### src/rtl/array_serializer.sv
// Word-to-element serializer: captures an N x W word, then streams its
// elements 0..N-1 one per beat with index and last-beat flag.
module array_serializer #(
  parameter int N  = 3,
  parameter int W  = 8,
  parameter int IW = (N > 1) ? $clog2(N) : 1
) (
  input  logic                CLK,
  input  logic                ASYNCRESETN,
  input  logic                I_valid,
  output logic                I_ready,
  input  logic [N-1:0][W-1:0] I,
  output logic                O_valid,
  input  logic                O_ready,
  output logic [W-1:0]        O,
  output logic [IW-1:0]       O_index,
  output logic                O_last
);

  typedef enum logic {
    IDLE,
    SEND
  } state_t;

  localparam logic [IW-1:0] LAST = IW'(N - 1);

  state_t               state;
  state_t               state_nxt;
  logic [N-1:0][W-1:0]  data_q;
  logic [IW-1:0]        idx;
  logic                 at_last;
  logic                 load;
  logic                 beat;

  assign at_last = (idx == LAST);
  assign load    = I_valid & I_ready;
  assign beat    = O_valid & O_ready;

  always_ff @(posedge CLK or negedge ASYNCRESETN) begin
    if (!ASYNCRESETN) begin
      state <= IDLE;
    end else begin
      state <= state_nxt;
    end
  end

  always_comb begin
    state_nxt = state;
    unique case (state)
      IDLE: begin
        if (I_valid) begin
          state_nxt = SEND;
        end
      end
      SEND: begin
        if (O_ready && at_last && !I_valid) begin
          state_nxt = IDLE;
        end
      end
      default: state_nxt = IDLE;
    endcase
  end

  // I_ready is the only output with a combinational input path (O_ready)
  always_comb begin
    O_valid = 1'b0;
    I_ready = 1'b0;
    O       = '0;
    O_index = idx;
    O_last  = 1'b0;
    unique case (state)
      IDLE: begin
        I_ready = ASYNCRESETN;
      end
      SEND: begin
        O_valid = 1'b1;
        I_ready = ASYNCRESETN & O_ready & at_last;
        O       = data_q[idx];
        O_last  = at_last;
      end
      default: begin
        O_valid = 1'b0;
      end
    endcase
  end

  always_ff @(posedge CLK or negedge ASYNCRESETN) begin
    if (!ASYNCRESETN) begin
      data_q <= '0;
      idx    <= '0;
    end else if (load) begin
      data_q <= I;
      idx    <= '0;
    end else if (beat) begin
      idx <= at_last ? '0 : idx + 1'b1;
    end
  end

endmodule
### config.mk
export PLATFORM = sky130hd
export DESIGN_NAME = array_serializer
export DESIGN_NICKNAME = d
export VERILOG_FILES = /design/src/rtl/array_serializer.sv
export SDC_FILE = /design/constraint.sdc
export NUM_CORES = 1
export LEC_CHECK = 0
export CORE_MARGIN = 4
export CORE_UTILIZATION = 46
export CTS_BUF_LIST = sky130_fd_sc_hd__clkbuf_16
export DETAILED_ROUTE_END_ITERATION = 16
export HOLD_SLACK_MARGIN = 0.12
export PLACE_DENSITY = 0.89
export SLEW_MARGIN = 20
export SYNTH_ARGS = -nofsm -noshare
export SYNTH_HDL_FRONTEND = slang
export SYNTH_SLANG_ARGS = --single-unit
export TNS_END_PERCENT = 30
### constraint.sdc
create_clock -name CLK -period 1.8 [get_ports CLK]
set_clock_uncertainty 0.05 [all_clocks]
set_input_delay 0.18 -clock CLK [delete_from_list [all_inputs] [get_ports CLK]]
set_output_delay 0.18 -clock CLK [all_outputs]
set_load 0.005 [all_outputs]
======== Yosys cells after proc, flatten, opt, wreduce, memory -nomap -nowiden ========
Cells that the tools add are included.
storage, ports and cells
  bits in registers ....................... 27
  input bits .............................. 28
  output and inout port bits .............. 13
  logic and storage cells ................. 29
operators by class
  $add $sub $neg .......................... 1
  order comparisons ....................... 1
  equality and inequality tests ........... 1
  multiplexer cells ....................... 12
  bitwise operators ....................... 5
  reduce and logical (&&, ||, !) cells .... 4
operators by type and width
  kind                 number
  $bmux 8 s2           1
  $mux 8               2
  $mux 2               3
  $and 1x1->1          4
  $mux 1               4
  $pmux 1 s2           2
  $lt 2x3->1 const B   1
  $add 2x1->2 const B  1
  $eq 2x2->1 const B   1
  $logic_and 1x1->1    2
  $reduce_bool 2->1    1
  $logic_not 1->1      1
  $not 1->1            1

======== Depth between registers and ports, before layout ========
  word-level depth ........................ 5
  gate-level depth with buffers ........... 5
  gate-level depth less buffers ........... 3

======== Worst setup path before layout ========
OpenSTA, ideal clock, no wires.
  path type ............................... register -> register
  from .................................... register idx[0], in the netlist O_index[0]
  to ...................................... register data_q[0] (netlist bit)
  setup time .............................. 0.125 ns
  arrival time ............................ 1.306 ns
  data required time ...................... 1.625 ns
  slack ................................... 0.319 ns
  cell stages (with the launch flop) ...... 6
  buffers on the path ..................... 2
  clock period less this slack ............ 1.481 ns
  cell sequence ........................... dfrtp_1 nand3b_1 a21o_1 buf_6 buf_6 mux2_4
between the ends
  word-level cells in the longest chain between the ends .. 4
RTL lines
  item                    RTL line  source
  start, declared         30        logic [IW-1:0] idx;
  start signal, assigned  95        idx <= at_last ? '0 : idx + 1'b1;
  $eq 2x2->1              35        assign at_last = (idx == LAST);
  $and 1x1->1             77        I_ready = ASYNCRESETN & O_ready & at_last;
  $pmux 1 s2              71        unique case (state)
  $and 1x1->1             36        assign load = I_valid & I_ready;
  end signal, assigned    89        data_q <= '0;
  end signal, assigned    92        data_q <= I;
  end, declared           29        logic [N-1:0][W-1:0] data_q;
No other way between the ends.
A chain may end at the register's enable or synchronous reset.

======== Worst setup path in the final report ========
  from .................................... register idx[1], in the netlist O_index[1]
  to ...................................... output O[0]
between the ends
  word-level cells in the longest chain between the ends .. 3
RTL lines
  item                          RTL line  source
  $bmux 8 s2                    78        O = data_q[idx];
  $mux 8 (implied by the code)  78
  $mux 8                        71
  end, declared                 15        output logic [W-1:0] O,
No other way between the ends. The select of a mux whose other input is x is not followed.

==> flow_summary.yaml <==
synth:
  synthesis.instances: 103
  yosysUniqueCellTypes: 19
  synthesis.nets: 131
  fraction_of_the_mapped_netlist_area_in_compound_gates_pct: 5.89
  syn-cell-area_um2: 1380
  synthXorXnorAreaFrac_pct: 0
  seq_area_frac_synth_pct: 48.9
  post_synth_mux_area_share_pct: 32.2
  yosys.area_share.simple_pct: 9.15
  dominant_combinational_cell_family_by_area_after_synthesis: "multiplexers"
  syn_avg_cell_area_um2: 13.4
  synthesized_area_fraction_occupied_by_adder_cells_pct: 0
  warnings_from_yosys: 0
  ys_seq_elements: 27
worst_setup_path:
  arrival_ps: 1520
  maximum_single_stage_delay_on_the_critical_path_ps: 410
  cp-start-kind: "flop"
  critical_path_peak_fanout: 11
  ws_path_type: "flop to output pin"
  cp_cell_sequence: "buf_12 -> nor2b_4 -> buf_6 -> o2bb2ai_1 -> and2_1 -> clkdlybuf4s15_1"
  critPathRequiredTime_ps: 1570
  critical_path.endpoint_type: "output pin"
  crit_path_top_delay_cell: "dfrtp_1"
global_routing:
  antenna_violations_before_repair: 0
  global_route_wire_length_before_repair_mm: 5.27
  globalRouteTotalUtil_pct: 16.6
  first_global_vias: 1118
  grt_max_degree: 25
  globalRoute.totalOverflow: 0
power:
  power.total_mw: 3.16
  max-vdd-ir-drop_uv: 812
  power.density_nw_per_um2: 1580
  leak_pwr_nw: 0.976
cts:
  max-clock-path-buffers: 2
  clock_input_transition_at_the_sequential_cells_of_the_worst_setup_and_hold_paths_ps: 60
  cts_made_buffers: 3
  clock_tree.htree_level_count: 1
  clk_latency_ps: 250
  clock_tree.root_cell: "clkbuf_16"
  tritoncts: "yes"
  number_of_clock_sinks_seen_by_cts: 27
final_layout:
  fin_util_pct: 71.1
  layout_commonest_cell: "clkdlybuf4s50_1"
  drive_gt1_share_pct: 40.0
  layoutNonFillerInstCount: 186
  insertedDiodeCount: 0
  layout.cells.most_common_list: "clkdlybuf4s50_1 (30), dfrtp_1 (27), mux2_4 (20)"
  final_net_count: 184
  area_delta_synth_final_pct: 44.5
  fillerInstances: 204
detailed_routing:
  vias: 979
  post_drt_via_cell_ratio: 5.26
  route.detailed.drc: 0
  wl_mm: 3.13
  drt_first_iter_violations: 50
  detailedRoute.firstPassIterationCount: 4
  antenna_left: 0
  avgRoutedWirePerCell_um: 16.8
min_path:
  min_delay_path_class: "input port to async pin"
floorplanning:
  die_height_um: 62.8
  ios: 41
  placementRows: 19
  die_area_um2: 3940
  core_region_area_um2: 2810
  floorplan.initialDensity_pct: 49.2
  die_w_um: 62.8
sta:
  fin_tns_setup_ps: 0
  timing.final.crit_period_ps: 1750
  setup_viol: 0
  max_slew.worst_pin.slew_ps: 374
  timing.slew.headroom_pct: 75.1
  final_max_slew_viol_count: 0
  final_critical_path_setup_slack_ps: 49.6
  final_min_period_over_clock_period_pct: 97.2
  rsz0062_at_grt: "true"
  maxClockFrequency_ghz: 0.571
  timing_hold_violations_final: 0
place:
  port_buffers: 40
  routability_cong: 0.794
  numPlacedInstances: 181
  dp_worst_setup_slack_ps: -127
  dp.final_hpwl_mm: 2.37
run_status:
  outcome: "finished clean"
flow_run:
  max_cap_violations: 0
[registers in the layout, indices dropped and copies added, names as in the netlist]
register	cells
O_index	2
data_q	24
state	1
[worst max-delay path, delay by kind of cell (launching register included)]
| family | cells | cell delay [ps] |
|---|---|---|
| buf+inv | 3 | 490 |
| compound gates | 1 | 100 |
| flops | 1 | 410 |
| simple gates | 2 | 250 |
[area by class of cell]
type	count	area, um^2	share of cell area (%)
well taps	31	38.8	1.94
multi-input cells	69	684	34.3
repair buffers	55	518	26.0
clock inverters	1	3.75	0.188
flip-flops and latches	27	676	33.9
clock buffers	3	75.1	3.76
[kinds of logic (layout without fill, tap and decap cells)]
kind of cell | count (synthesis) | count (layout)
mux | 34 | 34
flops | 27 | 27
simple gates | 24 | 24
compound gates | 11 | 11
buf+inv | 7 | 59
[power breakdown]
part	internal [mW]	total, mW	switching, mW
clock	0.297	0.487	0.190
combinational	1.03	1.56	0.534
sequential	0.899	1.11	0.211
[metal layers]
layer  wire, um  share of wire (%)  global-route usage [%]
met5          0                  0                       0
met4          0                  0                    4.68
met3        133                4.2                    4.68
met2       1620                 52                    27.8
met1       1380                 44                    20.9
[through the flow]
stage / hold slack (ps) / instance area (um^2)
after floorplan: -166 / 1380
after global placement: 445 / 1910
after detailed placement: 443 / 1910
after CTS: 282 / 2020
after global routing: 301 / 2000
final: 300 / 2000
[synth_stat cells (all sizes together)]
| cell | n | share of area [%] |
|---|---|---|
| and3b | 1 | 0.63 |
| a21boi | 7 | 3.8 |
| a21o | 1 | 0.54 |
| and2 | 2 | 0.91 |
| a31oi | 2 | 0.91 |
| nand3b | 1 | 0.54 |
| nor2b | 1 | 0.45 |
| o2bb2ai | 1 | 0.63 |
| nand2 | 10 | 2.7 |
| or2 | 7 | 3.2 |
| nor2 | 1 | 0.27 |
| mux2i | 10 | 7.2 |
| mux2 | 24 | 25 |
| dfrtp | 27 | 49 |
| buf | 4 | 3.0 |
| nand2b | 1 | 0.45 |
| clkbuf | 3 | 0.82 |
[path summary, 6_finish.rpt]
check	cells after the start	from	slack, ps	to
setup / recovery	6	O_index[1]	50	O[0]
hold / removal	2	ASYNCRESETN	300	O_index[1]
setup reg to reg	6	O_index[1]	80	data_q[5]
hold reg to reg	1	data_q[15]	460	data_q[15]
max in group asynchronous	2	ASYNCRESETN	1070	data_q[17]
min in group CLK	1	data_q[15]	460	data_q[15]
[what timing repair did]
item                                    in CTS  in global routing
setup buffers                                1                  0
hold buffers                                 0                  0
resized for setup                           37                 11
pin swaps                                    1                  4
endpoints found under the setup margin      10                  9
cloned                                       0                  0
No activity file was read; power rests on OpenSTA's default activity.
